## src/rtl/vram_arbiter.sv

```systemverilog
// Two-port arbiter (video fetch over CPU window) onto one async 8-bit SRAM.
// Latency: done ACCESS_CYCLES edges after grant; requests are level-held and answered by a one-cycle done.
module vram_arbiter #(
    parameter int unsigned ACCESS_CYCLES = 2,
    parameter int unsigned MAX_VID_RUN   = 4
) (
    input  logic        clk,
    input  logic        rst,
    input  logic [15:0] vid_addr,
    input  logic        vid_req,
    output logic [7:0]  vid_data,
    output logic        vid_done,
    input  logic [15:0] cpu_addr,
    input  logic [7:0]  cpu_di,
    input  logic        cpu_rw,
    input  logic        cpu_req,
    output logic [7:0]  cpu_do,
    output logic        cpu_done,
    output logic [15:0] sram_addr,
    output logic [7:0]  sram_dout,
    input  logic [7:0]  sram_din,
    output logic        sram_dq_oe,
    output logic        sram_ce_n,
    output logic        sram_oe_n,
    output logic        sram_we_n
);

    typedef enum logic [1:0] {
        IDLE   = 2'd0,
        ACCESS = 2'd1,
        HOLD   = 2'd2
    } state_t;

    localparam logic [3:0] ACC_LOAD = 4'(ACCESS_CYCLES - 1);
    localparam logic [3:0] RUN_MAX  = 4'(MAX_VID_RUN);

    state_t      state_q, state_d;
    logic [3:0]  acc_cnt_q, acc_cnt_d;
    logic [3:0]  run_q, run_d;
    logic        gnt_cpu_q, gnt_cpu_d;
    logic        rd_q, rd_d;
    logic [15:0] addr_q, addr_d;
    logic [7:0]  dout_q, dout_d;
    logic        dq_oe_q, dq_oe_d;
    logic        ce_n_q, ce_n_d;
    logic        oe_n_q, oe_n_d;
    logic        we_n_q, we_n_d;
    logic [7:0]  vid_data_q, vid_data_d;
    logic [7:0]  cpu_do_q, cpu_do_d;
    logic        vid_done_q, vid_done_d;
    logic        cpu_done_q, cpu_done_d;
    logic        pick_cpu;
    logic        pick_rd;

    // CPU wins only when it is alone or the video run has hit its limit.
    assign pick_cpu = cpu_req && (!vid_req || (run_q == RUN_MAX));
    assign pick_rd  = !pick_cpu || cpu_rw;

    always_comb begin
        state_d    = state_q;
        acc_cnt_d  = acc_cnt_q;
        run_d      = run_q;
        gnt_cpu_d  = gnt_cpu_q;
        rd_d       = rd_q;
        addr_d     = addr_q;
        dout_d     = dout_q;
        dq_oe_d    = dq_oe_q;
        ce_n_d     = ce_n_q;
        oe_n_d     = oe_n_q;
        we_n_d     = we_n_q;
        vid_data_d = vid_data_q;
        cpu_do_d   = cpu_do_q;
        vid_done_d = 1'b0;
        cpu_done_d = 1'b0;

        case (state_q)
            IDLE: begin
                if (vid_req || cpu_req) begin
                    addr_d    = pick_cpu ? cpu_addr : vid_addr;
                    ce_n_d    = 1'b0;
                    rd_d      = pick_rd;
                    gnt_cpu_d = pick_cpu;
                    acc_cnt_d = ACC_LOAD;
                    state_d   = ACCESS;
                    if (pick_rd) begin
                        oe_n_d = 1'b0;
                    end else begin
                        dout_d  = cpu_di;
                        dq_oe_d = 1'b1;
                        we_n_d  = 1'b0;
                    end
                    if (pick_cpu || !cpu_req) begin
                        run_d = 4'd0;
                    end else if (run_q != RUN_MAX) begin
                        run_d = run_q + 4'd1;
                    end
                end
            end
            ACCESS: begin
                if (acc_cnt_q == 4'd0) begin
                    if (rd_q) begin
                        if (gnt_cpu_q) begin
                            cpu_do_d = sram_din;
                        end else begin
                            vid_data_d = sram_din;
                        end
                    end
                    ce_n_d     = 1'b1;
                    oe_n_d     = 1'b1;
                    we_n_d     = 1'b1;
                    cpu_done_d = gnt_cpu_q;
                    vid_done_d = !gnt_cpu_q;
                    state_d    = HOLD;
                end else begin
                    acc_cnt_d = acc_cnt_q - 4'd1;
                end
            end
            HOLD: begin
                // Address and data are still driven here for hold time after the strobes rise.
                dq_oe_d = 1'b0;
                state_d = IDLE;
            end
            default: begin
                state_d = IDLE;
            end
        endcase
    end

    always_ff @(posedge clk or posedge rst) begin
        if (rst) begin
            state_q    <= IDLE;
            acc_cnt_q  <= 4'd0;
            run_q      <= 4'd0;
            gnt_cpu_q  <= 1'b0;
            rd_q       <= 1'b1;
            addr_q     <= 16'h0000;
            dout_q     <= 8'h00;
            dq_oe_q    <= 1'b0;
            ce_n_q     <= 1'b1;
            oe_n_q     <= 1'b1;
            we_n_q     <= 1'b1;
            vid_data_q <= 8'h00;
            cpu_do_q   <= 8'h00;
            vid_done_q <= 1'b0;
            cpu_done_q <= 1'b0;
        end else begin
            state_q    <= state_d;
            acc_cnt_q  <= acc_cnt_d;
            run_q      <= run_d;
            gnt_cpu_q  <= gnt_cpu_d;
            rd_q       <= rd_d;
            addr_q     <= addr_d;
            dout_q     <= dout_d;
            dq_oe_q    <= dq_oe_d;
            ce_n_q     <= ce_n_d;
            oe_n_q     <= oe_n_d;
            we_n_q     <= we_n_d;
            vid_data_q <= vid_data_d;
            cpu_do_q   <= cpu_do_d;
            vid_done_q <= vid_done_d;
            cpu_done_q <= cpu_done_d;
        end
    end

    assign sram_addr  = addr_q;
    assign sram_dout  = dout_q;
    assign sram_dq_oe = dq_oe_q;
    assign sram_ce_n  = ce_n_q;
    assign sram_oe_n  = oe_n_q;
    assign sram_we_n  = we_n_q;
    assign vid_data   = vid_data_q;
    assign cpu_do     = cpu_do_q;
    assign vid_done   = vid_done_q;
    assign cpu_done   = cpu_done_q;

endmodule

```

## config.mk

```make
export PLATFORM = sky130hd
export DESIGN_NAME = vram_arbiter
export DESIGN_NICKNAME = d
export VERILOG_FILES = /design/src/rtl/vram_arbiter.sv
export SDC_FILE = /design/constraint.sdc
export NUM_CORES = 1
export LEC_CHECK = 0
export ABC_AREA = 1
export BUFFER_PORTS_ARGS = -buffer_cell sky130_fd_sc_hd__buf_2
export CORE_MARGIN = 4
export CORE_UTILIZATION = 50
export DETAILED_ROUTE_END_ITERATION = 6
export GPL_ROUTABILITY_DRIVEN = 1
export GPL_TIMING_DRIVEN = 0
export PLACE_DENSITY = 0.85
export SETUP_SLACK_MARGIN = 0.5
export SYNTH_ARGS = -nofsm -noshare
export SYNTH_HDL_FRONTEND = slang
export SYNTH_SLANG_ARGS = --single-unit
```

## constraint.sdc

```tcl
create_clock -name clk -period 2.1 [get_ports clk]
set_input_delay 0.315 -clock clk [delete_from_list [all_inputs] [get_ports clk]]
set_output_delay 0.315 -clock clk [all_outputs]
set_load 0.02 [all_outputs]
```

=== Word level (Yosys, flattened, before mapping) ===
Index checks and enable logic that the tools add are counted.

* Bitwise logic cells: 2
* Shift-type cells: 0
* $add $sub $neg: 2
* Reductions and logical operators: 25
* Div/mod/pow operators: 0
* $mul: 0
* Multiplexer cells: 25
* $lt $le $gt $ge: 0
* Equal/unequal tests: 9

{| class="wikitable"
|+ Operators by type and width
! operator !! number
|-
| 16-bit two-way mux || 1
|-
| 4-bit two-way mux || 4
|-
| 4-bit AND reduction || 4
|-
| 3-bit AND reduction || 5
|-
| 1-bit two-way mux || 12
|-
| 2-bit inequality test, second input constant || 5
|-
| 1-bit one-hot mux with 2 select lines || 4
|-
| 4-bit one-hot mux with 2 select lines || 1
|-
| 2-bit nonzero test || 3
|-
| 4-bit by 1-bit adder with 4-bit output, second input constant || 1
|-
| 4-bit by 3-bit equality test with 1-bit output, second input constant || 1
|-
| 1-bit logical NOT || 4
|-
| 4-bit logical NOT || 1
|-
| 1-bit logical OR || 4
|-
| 2-bit two-way mux || 2
|-
| 4-bit by 3-bit inequality test with 1-bit output, second input constant || 1
|-
| 2-bit one-hot mux with 2 select lines || 1
|-
| 2-bit AND reduction || 2
|-
| 4-bit by 1-bit subtractor with 4-bit output, second input constant || 1
|-
| 2-bit by 1-bit equality test with 1-bit output, second input constant || 1
|-
| 2-bit equality test, second input constant || 1
|-
| 2-bit logical NOT || 1
|-
| 1-bit inverter || 2
|-
| 1-bit logical AND || 1
|}

* ROM bits: 0
* Latch bits: 0
* Memories kept: 0
* Bits in writable memories: 0
* Output and inout bits: 46
* Bits in registers: 58

=== Logic depth before layout (Yosys ltp) ===
* Depth in word-level cells: 8
* Mapped depth: 9
* Mapped depth without buffers: 8

=== Worst setup path after synthesis ===
No wires, ideal clock.

* Path kind: reg2reg
* Start: reg run_q[0]
* End: reg addr_q[0] (netlist: sram_addr[0])
* Path slack: 0.736 ns
* Path buffers: 1
* Arrival time: 1.246 ns
* Cell stages (with the launch flop): 9
* Data required time: 1.983 ns
* Setup time: 0.117 ns
* Cells stage by stage: dfrtp_1 -> inv_1 -> ha_1 -> nand3_2 -> nand2_2 -> buf_2 -> nand3_1 -> nand3_1 -> nand2_1

* Word-level cells in the longest chain between the ends: 4

{| class="wikitable"
|+ Ends and longest elaborated chain
! what !! RTL line !! text
|-
| start: declaration || 39 || <nowiki>logic [3:0] run_q, run_d;</nowiki>
|-
| start signal: assignment || 149 || <nowiki>run_q <= run_d;</nowiki>
|-
| 4-bit by 3-bit equality test with 1-bit output || 56 || <nowiki>assign pick_cpu = cpu_req && (!vid_req || (run_q == RUN_MAX));</nowiki>
|-
| 1-bit logical OR || 56 ||
|-
| 1-bit logical AND || 56 ||
|-
| 16-bit two-way mux || 79 || <nowiki>addr_d = pick_cpu ? cpu_addr : vid_addr;</nowiki>
|-
| end signal: assignment || 152 || <nowiki>addr_q <= addr_d;</nowiki>
|-
| end: declaration || 42 || <nowiki>logic [15:0] addr_q, addr_d;</nowiki>
|}

No other way between the ends.
A chain may end at the register's enable or synchronous reset.

=== Worst setup path in the final report ===
* Start: reg acc_cnt_q[0]
* End: reg cpu_do_q[0] (netlist: cpu_do[0])

* Word-level cells in the longest chain between the ends: 2

{| class="wikitable"
|+ Ends and longest elaborated chain
! what !! RTL line !! text
|-
| start: declaration || 38 || <nowiki>logic [3:0] acc_cnt_q, acc_cnt_d;</nowiki>
|-
| start signal: assignment || 148 || <nowiki>acc_cnt_q <= acc_cnt_d;</nowiki>
|-
| 4-bit logical NOT || 100 || <nowiki>if (acc_cnt_q == 4'd0) begin</nowiki>
|-
| 4-bit AND reduction (no source line) || - ||
|-
| end signal: assignment || 159 || <nowiki>cpu_do_q <= cpu_do_d;</nowiki>
|-
| end: declaration || 49 || <nowiki>logic [7:0] cpu_do_q, cpu_do_d;</nowiki>
|}

No other way between the ends.

==> flow_summary.toml <==
[finish]
final_cells = 527
num_antenna_cells = 0
nFillCells = 478
area_growth_pct = 28.86
final_nets = 507
drive_above_1_share_pct = 37.14
layout_commonest_cell = "nand2_1"
final_cell_mix = "103 x nand2_1, 101 x buf_2, 55 x inv_1"
final_util_pct = 66.55

[setup_path]
end_kind = "flip-flop"
worstPathArrival_ps = 1710
rr_endpoint = "cpu_do[0]"
crit_path_max_fanout = 10
reg2reg_slack_ps = 610
startpoint_type = "flip-flop"
critPathMaxStageDelay_ps = 390
cpMostUsedCell = "nand2_2"
worst-path-buf-inv = 2
crit_chain = "inv_1 > ha_1 > nand2_2 > nor2_8 > nand3_4 > buf_6 > nand2_2 > o21ai_2"
cp.required_ps = 2320
slowest_stage = "dfrtp_1"
crit_start = "acc_cnt_q[0]"
reg2regPathDepth = 8
crit_family = "simple AND/OR/NAND/NOR gates"
reg2reg_from = "acc_cnt_q[0]"
criticalPathCategory = "flip-flop to flip-flop"

[sta]
setup_ws_ps = 611.2
rsz0062_at_grt = "yes"
worst_pin_slew_ps = 550.6
finalSetupTns_ps = 0
period_minus_slack_ps = 1489
relSlewSlack_pct = 63.22
final_max_slew_viol_count = 0
fin_crit_sh_pct = 70.90
fin_skew_ps = 8.397
hold_viol = 0
setup_viol = 0
fmax_ghz = 0.6717

[yosys]
avgSynthCellArea_um2 = 8.466
synth_area_um2 = 2861
ys_async_sr_fraction_pct = 100.0
ys_types = 28
synth-edff-count = 0
ys_seq_elements = 58
synth_seq_area_share_pct = 50.90
synth_fp_nets = 395
yosysWarningCount = 0
syn_inst = 338
synthFlopType = "dfrtp_1"

[pwr]
peakVddDrop_v = 0.0008134
p_comb_share_pct = 47.3
p_sw_share_pct = 44.69
intPower_uw = 3031
p_leak_uw = 0.002118
power.density_nw_per_um2 = 1486
pwr-share-seq_pct = 36.1
switchingPower_uw = 2449
clkPwrFrac_pct = 16.5

[place]
place_congestion = 0.8274
port_buffers = 98
hpwl_um = 5118
place_worst_setup_slack_ps = 524.4
place_inst = 508

[floorplan]
ioPinCount = 99
core_um2 = 5540
initial_core_util_pct = 51.65
rows = 27
die_w_um = 83.65
die_y_um = 83.65
die-area_um2 = 6997

[min_path]
min_path_type = "primary input to asynchronous set/reset pin"

[clocking]
cts.htree.levels = 3
path_clk_slew_ps = 70
numClockSinks = 58
cts_hold_buffers = 0
cts_made_buffers = 9
cts_root_buffer = "clkbuf_8"
clockBufferDepth = 2
clock_latency_ps = 330
cts_tree = "yes"

[drt]
finalWirelength_um = 6824
firstDrtPassIters = 4
drcViolationCount = 0
viasPerCell = 4.863
route.vias.total = 2563
drt_iter0_drc = 124
drtAntennaViolNets = 0
wl_per_cell_um = 12.95

[flow_run]
max-cap-violations = 0

[global_route]
grt_pass1_wl_um = 11750
antenna_found_initial = 0
grt_pass1_vias = 2680
grt_usage_pct = 20.64
grt_overflow = 0
grt_max_degree = 59

[outcome]
status = "complete, no violations"
==> repair_timing <==
action | 4_1_cts | 5_1_grt
endpoints found under the setup margin | 0 | 23
setup buffers | 0 | 2
gates resized for setup | 0 | 8
==> cells in the mapped netlist (all sizes together), types with 3 or more instances <==
cell type  count  area share, %
dfrtp         54             47
a21oi          3           0.66
dfstp          4            3.7
buf           12            3.5
nand4         10            2.2
ha             4            1.7
nand2        111             15
nand3         41            8.2
inv           58            7.6
o21ai         24            6.3
nor2          12            2.6
==> registers in the layout (all words and copies together), names as in the netlist, 2 cells and up <==
name	flops
sram_dout	8
run_q	4
state_q	2
sram_addr	16
vid_data	8
cpu_do	8
acc_cnt_q	4
==> per-layer routing <==
metal | vias up | track usage (%) | wire length, um
met3 | 11 | 4.442 | 489
met2 | 105 | 34.71 | 3254
met4 | 0 | 9.211 | 159
met1 | 1177 | 25.41 | 2920
li1 | 1270 | - | -
met5 | - | 0 | 0
==> worst register-to-register path, delay by kind of cell (launching register included) <==
family | cells | cell delay [ps]
AND/OR/NAND/NOR | 4 | 470
adder cells (fa/ha/maj) | 1 | 180
flip-flops | 1 | 390
buffers and inverters | 2 | 310
AO/OA/AOI/OAI | 1 | 50
==> power groups by stage <==
stage / sequential, uW / combinational [uW] / clock, uW
2_1_floorplan: 2480 / 1280 / 0
3_3_place_gp: 1980 / 2490 / 0
3_5_place_dp: 1980 / 2600 / 0
4_1_cts: 1980 / 2600 / 927
5_1_grt: 2050 / 2870 / 975
6_report: 1980 / 2590 / 906
==> kinds of logic (layout without fill, tap and decap cells) <==
| kind of cell | count (synthesis) | count (layout) | synth area share [%] |
|---|---|---|---|
| and+or+nand+nor | 176 | 176 | 28.64 |
| buffers and inverters | 71 | 188 | 11.24 |
| AOI/OAI and AO/OA | 29 | 29 | 7.477 |
| adders and majority gates | 4 | 4 | 1.749 |
| DFF | 58 | 58 | 50.90 |
==> worst max path at each step <==
stage / end / slack, ps / cells past startpoint
2_1_floorplan: sram_addr[0] / 740 / 8
3_3_place_gp: sram_addr[12] / 560 / 9
3_5_place_dp: sram_dout[0] / 520 / 8
4_1_cts: sram_addr[0] / 510 / 9
5_1_grt: sram_dout[7] / 500 / 8
6_report: cpu_do[0] / 610 / 8
==> cell type report <==
cell class	instances	area, um^2	area share [%]
timing repair buffer	101	525.5	14.25
clock buffer	10	137.6	3.733
buffer	13	112.6	3.054
inverter	58	221.5	6.006
multi-input combinational	209	1101	29.86
clock inverter	6	42.54	1.154
sequential	58	1456	39.50
tap	72	90.09	2.443
==> stage by stage <==
stage | hold WS [ps] | power (uW) | instance area [um^2]
finish | 33.32 | 5480 | 3687
global route | 64.43 | 5897 | 3687
CTS | 222.8 | 5509 | 3626
detailed placement | 461.4 | 4581 | 3446
global placement | 454.8 | 4469 | 3446
floorplan | 406.7 | 3757 | 2865
Power figures use the tool's default switching activity.
